**config.mk**
```make
export PLATFORM = sky130hd
export DESIGN_NAME = dct_transpose_flat
export DESIGN_NICKNAME = d
export VERILOG_FILES = /design/src/rtl/dct_pkg.sv /design/src/rtl/dct_transpose_if.sv /design/src/rtl/dct_tbuf_bank.sv /design/src/rtl/dct_transpose.sv /design/src/flat_wrapper.sv
export SDC_FILE = /design/constraint.sdc
export NUM_CORES = 2
export LEC_CHECK = 0
export BUFFER_PORTS_ARGS = -buffer_cell sky130_fd_sc_hd__buf_2
export CAP_MARGIN = 5
export CELL_PAD_IN_SITES_DETAIL_PLACEMENT = 0
export CELL_PAD_IN_SITES_GLOBAL_PLACEMENT = 1
export CORE_MARGIN = 3
export CORE_UTILIZATION = 25
export DETAILED_ROUTE_END_ITERATION = 10
export GPL_TIMING_DRIVEN = 0
export PLACE_DENSITY = 0.58
export SYNTH_ARGS = -nofsm -noshare
export SYNTH_HDL_FRONTEND = slang
export SYNTH_SLANG_ARGS = --single-unit
```
**constraint.sdc**
```tcl
create_clock -name clk -period 2.4 [get_ports clk]
set_clock_uncertainty 0.1 [all_clocks]
set_input_delay 0 -clock clk [delete_from_list [all_inputs] [get_ports clk]]
set_output_delay 0 -clock clk [all_outputs]
set_load 0.02 [all_outputs]
```
**src/rtl/dct_pkg.sv**
```systemverilog
// Shared types and constants for the 2-D DCT transpose path.
package dct_pkg;

    localparam int BLK = 8;

    typedef logic [2:0] row_idx_t;
    typedef logic [2:0] col_idx_t;

    localparam row_idx_t LAST_ROW = row_idx_t'(BLK - 1);
    localparam col_idx_t LAST_COL = col_idx_t'(BLK - 1);

    typedef enum logic [1:0] {
        EMPTY = 2'd0,
        FILL  = 2'd1,
        FULL  = 2'd2,
        DRAIN = 2'd3
    } bank_state_t;

endpackage

```
**src/rtl/dct_transpose_if.sv**
```systemverilog
// Row-in / column-out stream bundle for dct_transpose; the slave modport is the transpose side.
interface dct_transpose_if #(parameter int W = 16);

    logic                           in_valid;
    logic [dct_pkg::BLK-1:0][W-1:0] in_data;
    logic                           in_sob;
    logic                           in_eob;
    logic                           in_sof;
    logic                           in_ready;
    logic                           in_err;

    logic                           out_valid;
    logic                           out_ready;
    logic [dct_pkg::BLK-1:0][W-1:0] out_data;
    logic                           out_sob;
    logic                           out_eob;
    logic                           out_sof;

    modport master (
        output in_valid, in_data, in_sob, in_eob, in_sof, out_ready,
        input  in_ready, in_err, out_valid, out_data, out_sob, out_eob, out_sof
    );

    modport slave (
        input  in_valid, in_data, in_sob, in_eob, in_sof, out_ready,
        output in_ready, in_err, out_valid, out_data, out_sob, out_eob, out_sof
    );

endinterface

```
**src/rtl/dct_tbuf_bank.sv**
```systemverilog
// One 8x8 coefficient bank: whole-row write port, whole-column combinational read port.
import dct_pkg::*;

module dct_tbuf_bank #(
    parameter int W = 16
) (
    input  logic                   clk,
    input  logic                   rst,
    input  logic                   we,
    input  row_idx_t               wr_row,
    input  logic [BLK-1:0][W-1:0]  wr_data,
    input  col_idx_t               rd_col,
    output logic [BLK-1:0][W-1:0]  rd_data
);

    // Storage indexed [row][col]
    logic [BLK-1:0][BLK-1:0][W-1:0] mem;

    always_ff @(posedge clk) begin
        if (rst) begin
            mem <= '0;
        end else if (we) begin
            mem[wr_row] <= wr_data;
        end
    end

    always_comb begin
        rd_data = '0;
        for (int r = 0; r < BLK; r++) begin
            rd_data[r] = mem[r][rd_col];
        end
    end

endmodule

```
**src/rtl/dct_transpose.sv**
```systemverilog
// Ping-pong 8x8 row-to-column transpose buffer for the 2-D DCT path.
// Optional: define DCT_TRANSPOSE_ERR_CNT_EN to add a saturating err_cnt output.
import dct_pkg::*;

module dct_transpose #(
    parameter int W = 16
) (
    input  logic              clk,
    input  logic              rst,
`ifdef DCT_TRANSPOSE_ERR_CNT_EN
    output logic [15:0]       err_cnt,
`endif
    dct_transpose_if.slave    bus
);

    bank_state_t state_q [2];
    bank_state_t state_d [2];
    logic [1:0]  sof_q, sof_d;
    logic        wr_bank_q, wr_bank_d;
    logic        rd_bank_q, rd_bank_d;
    row_idx_t    wr_row_q, wr_row_d;
    col_idx_t    rd_col_q, rd_col_d;
    logic        err_q, err_d;

    bank_state_t           wr_cur;
    logic [1:0]            we;
    row_idx_t              wr_idx;
    logic [BLK-1:0][W-1:0] col_data [2];
    logic                  out_valid_i;
    logic                  rd_fire;

    for (genvar b = 0; b < 2; b++) begin : g_bank
        dct_tbuf_bank #(.W(W)) u_bank (
            .clk     (clk),
            .rst     (rst),
            .we      (we[b]),
            .wr_row  (wr_idx),
            .wr_data (bus.in_data),
            .rd_col  (rd_col_q),
            .rd_data (col_data[b])
        );
    end

    assign out_valid_i = (state_q[rd_bank_q] == FULL) || (state_q[rd_bank_q] == DRAIN);
    assign rd_fire     = out_valid_i && bus.out_ready;

    // Read and write sides touch disjoint banks: writes only hit EMPTY/FILL, reads only FULL/DRAIN
    always_comb begin
        state_d   = state_q;
        sof_d     = sof_q;
        wr_bank_d = wr_bank_q;
        rd_bank_d = rd_bank_q;
        wr_row_d  = wr_row_q;
        rd_col_d  = rd_col_q;
        err_d     = 1'b0;
        we        = 2'b00;
        wr_idx    = wr_row_q;
        wr_cur    = state_q[wr_bank_q];

        if (rd_fire) begin
            if (rd_col_q == LAST_COL) begin
                state_d[rd_bank_q] = EMPTY;
                rd_col_d           = '0;
                rd_bank_d          = ~rd_bank_q;
            end else begin
                state_d[rd_bank_q] = DRAIN;
                rd_col_d           = rd_col_q + col_idx_t'(1);
            end
        end

        if (bus.in_valid) begin
            if (bus.in_sob) begin
                // A sob that aborts a partial block still starts a fresh one in the freed bank
                if (wr_cur == FILL) begin
                    err_d              = 1'b1;
                    wr_cur             = EMPTY;
                    state_d[wr_bank_q] = EMPTY;
                    wr_row_d           = '0;
                end else if (wr_cur != EMPTY) begin
                    err_d = 1'b1;
                end
                if (wr_cur == EMPTY) begin
                    if (bus.in_eob) begin
                        err_d    = 1'b1;
                        wr_row_d = '0;
                    end else begin
                        we[wr_bank_q]      = 1'b1;
                        wr_idx             = '0;
                        state_d[wr_bank_q] = FILL;
                        sof_d[wr_bank_q]   = bus.in_sof;
                        wr_row_d           = row_idx_t'(1);
                    end
                end
            end else if (wr_cur == FILL) begin
                if (bus.in_eob != (wr_row_q == LAST_ROW)) begin
                    err_d              = 1'b1;
                    state_d[wr_bank_q] = EMPTY;
                    wr_row_d           = '0;
                end else if (bus.in_eob) begin
                    we[wr_bank_q]      = 1'b1;
                    state_d[wr_bank_q] = FULL;
                    wr_bank_d          = ~wr_bank_q;
                    wr_row_d           = '0;
                end else begin
                    we[wr_bank_q] = 1'b1;
                    wr_row_d      = wr_row_q + row_idx_t'(1);
                end
            end
        end
    end

    always_ff @(posedge clk) begin
        if (rst) begin
            state_q[0] <= EMPTY;
            state_q[1] <= EMPTY;
            sof_q      <= '0;
            wr_bank_q  <= 1'b0;
            rd_bank_q  <= 1'b0;
            wr_row_q   <= '0;
            rd_col_q   <= '0;
            err_q      <= 1'b0;
        end else begin
            state_q    <= state_d;
            sof_q      <= sof_d;
            wr_bank_q  <= wr_bank_d;
            rd_bank_q  <= rd_bank_d;
            wr_row_q   <= wr_row_d;
            rd_col_q   <= rd_col_d;
            err_q      <= err_d;
        end
    end

    assign bus.in_ready  = (state_q[wr_bank_q] == EMPTY) || (state_q[wr_bank_q] == FILL);
    assign bus.in_err    = err_q;
    assign bus.out_valid = out_valid_i;
    assign bus.out_data  = out_valid_i ? col_data[rd_bank_q] : '0;
    assign bus.out_sob   = out_valid_i && (rd_col_q == '0);
    assign bus.out_eob   = out_valid_i && (rd_col_q == LAST_COL);
    assign bus.out_sof   = out_valid_i && sof_q[rd_bank_q] && (rd_col_q == '0);

`ifdef DCT_TRANSPOSE_ERR_CNT_EN
    always_ff @(posedge clk) begin
        if (rst) begin
            err_cnt <= '0;
        end else if (err_q && (err_cnt != 16'hFFFF)) begin
            err_cnt <= err_cnt + 16'd1;
        end
    end
`endif

    // The bank being drained must never be written underneath the reader
    a_no_write_into_read: assert property (@(posedge clk) disable iff (rst)
        !(we[rd_bank_q] && out_valid_i));

    a_hold_when_stalled: assert property (@(posedge clk) disable iff (rst)
        (out_valid_i && !bus.out_ready) |=> (out_valid_i && $stable(bus.out_data)
                                             && $stable(bus.out_sob) && $stable(bus.out_sof)));

endmodule
```
**src/flat_wrapper.sv**
```systemverilog
// flat-port wrapper written by rule: the top's interface ports become plain ports
module dct_transpose_flat 
#(
    parameter int W = 16
)
  (clk, rst, bus_in_valid, bus_in_data, bus_in_sob, bus_in_eob, bus_in_sof, bus_out_ready, bus_in_ready, bus_in_err, bus_out_valid, bus_out_data, bus_out_sob, bus_out_eob, bus_out_sof);
  dct_transpose_if #(.W(W)) bus_i ();
  input  logic clk;
  input  logic rst;
  input wire logic [$bits(bus_i.in_valid)-1:0] bus_in_valid;
  input wire logic [$bits(bus_i.in_data)-1:0] bus_in_data;
  input wire logic [$bits(bus_i.in_sob)-1:0] bus_in_sob;
  input wire logic [$bits(bus_i.in_eob)-1:0] bus_in_eob;
  input wire logic [$bits(bus_i.in_sof)-1:0] bus_in_sof;
  input wire logic [$bits(bus_i.out_ready)-1:0] bus_out_ready;
  output wire logic [$bits(bus_i.in_ready)-1:0] bus_in_ready;
  output wire logic [$bits(bus_i.in_err)-1:0] bus_in_err;
  output wire logic [$bits(bus_i.out_valid)-1:0] bus_out_valid;
  output wire logic [$bits(bus_i.out_data)-1:0] bus_out_data;
  output wire logic [$bits(bus_i.out_sob)-1:0] bus_out_sob;
  output wire logic [$bits(bus_i.out_eob)-1:0] bus_out_eob;
  output wire logic [$bits(bus_i.out_sof)-1:0] bus_out_sof;
  assign bus_i.in_valid = bus_in_valid;
  assign bus_i.in_data = bus_in_data;
  assign bus_i.in_sob = bus_in_sob;
  assign bus_i.in_eob = bus_in_eob;
  assign bus_i.in_sof = bus_in_sof;
  assign bus_i.out_ready = bus_out_ready;
  assign bus_in_ready = bus_i.in_ready;
  assign bus_in_err = bus_i.in_err;
  assign bus_out_valid = bus_i.out_valid;
  assign bus_out_data = bus_i.out_data;
  assign bus_out_sob = bus_i.out_sob;
  assign bus_out_eob = bus_i.out_eob;
  assign bus_out_sof = bus_i.out_sof;
  dct_transpose #(.W(W)) u_core (.clk(clk), .rst(rst), .bus(bus_i));
endmodule
```
==> run_results.csv <==
group,metric,value,unit
worst_setup_path,crit_chain,"buf_12 > buf_16 > buf_16 > buf_12 > buf_16 > mux2i_4 > nand2_2 > a32oi_1 > o211ai_1 > buf_4",
global_route,grt_start_max_net_pins,16,
yosys,synth_nets,10200,
worst_setup_path,slowest_stage,"o211ai_1",
drt,drc,10,
global_route,grt_pass1_vias,79200,
worst_setup_path,critPathBufInv,6,
yosys,yosys_warnings,0,
finish,fin_area,115000,um2
cts,cts_buffers,227,
hold_path,min_path_cells,4,
finish,drive_gt1_share,18.6,%
global_route,grt_pass1_wl,726000,um
run_status,failed_checks,"design-rule violations, max-capacitance violations, max-slew violations, negative setup slack",
die,dieWidth,615,um
drt,avgViaCountPerCell,5.46,
power,ir_drop,0.000570,V
worst_setup_path,start_kind,"flop",
power,power_leakage,0.0384,uW
worst_setup_path,end_kind,"primary output",
die,num_rows,222,
worst_setup_path,critPathMaxStageDelay,0.91,ns
cts,clkSlewWorstSetupHoldPaths,0.06,ns
flow_run,drv_cap,3,
drt,vias,87200,
timing,fmax,0.256,GHz
placed_design,place_inst,15300,
worst_setup_path,cp-endpoint,"bus_out_data[35]",
timing,max-slew-margin-rel,-3.43,%
die,core_area,367000,um2
timing,worst_slew_pin_slew,1.55,ns
yosys,netlist-cell-type-count,59,
finish,final_nets,11000,
timing,rsz0062_at_grt,"yes",
yosys,synth_edf_count,0,
worst_setup_path,path_class,"reg2out",
worst_setup_path,cp_top_family,"buffers and inverters",
drt,drt-initial-drc-count,12200,
cts,insertion_delay,0.94,ns
cts,htree_levels,4,
run_status,status,"finished, violations left",
worst_setup_path,r2r-start,"u_core.wr_row_q[1]$_SDFFE_PP0P_",
drt,finalWirelength,560000,um
timing,final-hold-violation-count,0,
drt,wl_per_cell,35.0,um
yosys,synth_async_sr_flop_share,0,%
cts,cts_root_buf,"clkbuf_16",
timing,setup_violations,2130,
global_route,grt_antenna_before_repair,90,
cts,clkSinkCount,2063,
worst_setup_path,cp.required,2.30,ns
worst_setup_path,r2r_cells,10,
yosys,synth_ff_type,"dfxtp_1",
die,die_y,615,um
die,die_area,378000,um2
finish,stdcell_count,16000,
worst_setup_path,cp_common_cell,"buf_16",
worst_setup_path,rr_endpoint,"u_core.g_bank[0].u_bank.mem[370]$_SDFFE_PP0P_",
worst_setup_path,arrival,3.81,ns
worst_setup_path,crit_start,"u_core.rd_col_q[0]$_SDFFE_PP0N_",
yosys,syn_avg_cell_area,9.21,um2
power,pwr_density_cell,659,nW/um2
placed_design,hpwlAfterDp,398000,um
global_route,grt_usage,28.2,%
yosys,syn_inst,10100,
yosys,syn_area,92600,um2
timing,slew_viol_final,33,
placed_design,dpl_cell_area,101000,um2
global_route,gr-total-overflow,0,
drt,dr.pass1.iters,9,
cts,clockBufferDepth,4,
placed_design,port_buffers,266,
finish,syn_to_final_growth,24.6,%
worst_setup_path,cp_num_cells,10,
cts,cts_tree,"built",
timing,final.setup.tns,-1108.66,ns
die,start_util,25.2,%
die,ios,269,
drt,antenna_left,0,
timing,fin_crit_sh,163,%
placed_design,gp_congestion,0.971,
hold_path,hp-class,"in2reg",
power,finalPower,76000,uW
timing,fin_ws,-1.51,ns
timing,period_needed,3.91,ns
worst_setup_path,path_max_fanout,6,
yosys,yosysSeqAreaShare,44.6,%
yosys,ys_seq_elements,2063,
worst_setup_path,rrSetupSlack,-0.96,ns
timing,whs,0.0417,ns
stage by stage:
stage	util [%]	setup WS, ns
floorplan	-	0.116
global placement	27.3	-2.99
detailed placement	27.5	-2.38
CTS	30.8	-1.40
global route	31.4	-1.30
finish	31.4	-1.51
routing by layer:
metal	share of wire, %	vias to the layer above	wire [um]	track usage [%]
met5	0.046	-	255	0.770
met4	9.0	6	50400	21.3
met3	10	1348	55900	7.09
met2	43	5386	239000	41.8
met1	38	43800	215000	35.0
li1	-	36700	-	-
worst reg2reg max path: cells and delay by family, from the launching register on:
family | cells | cell delay [ns]
fa+ha+maj | 2 | 0.31
buf+inv | 4 | 1.19
flops | 1 | 0.36
simple gates | 2 | 0.37
compound gates | 2 | 0.94
repair_timing:
action	4_1_cts	5_1_grt
buffers inserted	35	69
hold endpoints to repair	1672	0
cloned	4	6
hold buffers	142	0
resized for setup	803	437
setup endpoints to repair	2167	2173
pin swaps	31	48
Yosys cell counts, types with 3 or more instances:
cell type | n | area share (%)
mux2i_1 | 773 | 8.4
nand3b_1 | 3 | 0.024
buf_4 | 42 | 0.34
a21oi_1 | 1038 | 5.6
buf_6 | 63 | 0.77
nor4_1 | 4 | 0.027
and3b_1 | 4 | 0.038
or2_2 | 3 | 0.020
mux4_2 | 476 | 12
a32oi_1 | 19 | 0.18
a221o_1 | 18 | 0.19
a22oi_1 | 18 | 0.15
nand2b_1 | 390 | 2.6
a22o_1 | 18 | 0.17
buf_2 | 207 | 1.1
nor2b_1 | 521 | 3.5
inv_1 | 3 | 0.012
or2_1 | 3 | 0.020
o21ai_0 | 1108 | 6.0
o21ai_1 | 177 | 0.96
and3_1 | 18 | 0.12
nand2_1 | 1603 | 6.5
nand4_1 | 25 | 0.17
clkbuf_1 | 714 | 2.9
o22ai_1 | 93 | 0.63
o211ai_1 | 19 | 0.15
buf_1 | 49 | 0.20
nor3_1 | 6 | 0.032
and2_1 | 5 | 0.034
dfxtp_1 | 2063 | 45
nor2_1 | 265 | 1.1
ha_1 | 6 | 0.081
nand3_1 | 261 | 1.4
final cells by class:
| type | instances | area [um2] |
|---|---|---|
| diodes | 45 | 113 |
| plain buffers | 1073 | 7170 |
| clock buffers | 345 | 6820 |
| clock inverters | 62 | 716 |
| fillers | 38700 | 252000 |
| inverters | 3 | 11.3 |
| multi-input cells | 6911 | 48200 |
| flip-flops and latches | 2063 | 41300 |
| well taps | 4928 | 6170 |
| repair buffers | 557 | 4830 |
flip-flops by register name, indices dropped and copies added, names as in the netlist:
signal,flops
u_core.state_q,4
u_core.bus.in_err,1
u_core.sof_q,2
u_core.rd_bank_q,1
u_core.rd_col_q,3
u_core.wr_row_q,3
u_core.wr_bank_q,1
u_core.g_bank.u_bank.mem,2048
where the power goes:
part / internal, uW / switching [uW]
sequential: 34300 / 49.1
combinational: 816 / 3830
clock: 21100 / 15900
total: 56200 / 19800
logic make-up (layout without fill, tap and decap cells):
group / Yosys count / in the layout / synth area share (%)
simple gates: 3133 / 3133 / 15.9
fa+ha+maj: 6 / 6 / 0.0811
mux: 1251 / 1251 / 20.0
other cells: 0 / 45 / 0
buf+inv: 1078 / 2040 / 5.33
compound gates: 2517 / 2517 / 14.1
flops: 2063 / 2063 / 44.6
xor+xnor: 4 / 4 / 0.0459
layout by cell type (no fill, tap or decap), types with 261 or more instances in the layout:
cell	count
dfxtp_1	2057
nand2_1	1592
o21ai_0	1081
a21oi_1	1025
mux2i_1	675
clkbuf_1	576
nor2b_1	520
mux4_2	476
nand2b_1	390
buf_2	339
nor2_1	263
nand3_1	261
worst min-delay path by stage:
stage / startpoint / to / slack (ns)
after floorplan: bus_in_sof / u_core.sof_q[0]$_SDFFE_PP0P_ / 0.04
after global placement: bus_in_sof / u_core.sof_q[1]$_SDFFE_PP0P_ / 0.16
after detailed placement: bus_in_sof / u_core.sof_q[0]$_SDFFE_PP0P_ / 0.17
after CTS: bus_out_ready / u_core.rd_col_q[1]$_SDFFE_PP0N_ / 0.008
after global routing: bus_out_ready / u_core.rd_col_q[1]$_SDFFE_PP0N_ / 0.08
final: bus_out_ready / u_core.rd_col_q[1]$_SDFFE_PP0N_ / 0.04
(Power assumes the default switching activity.)
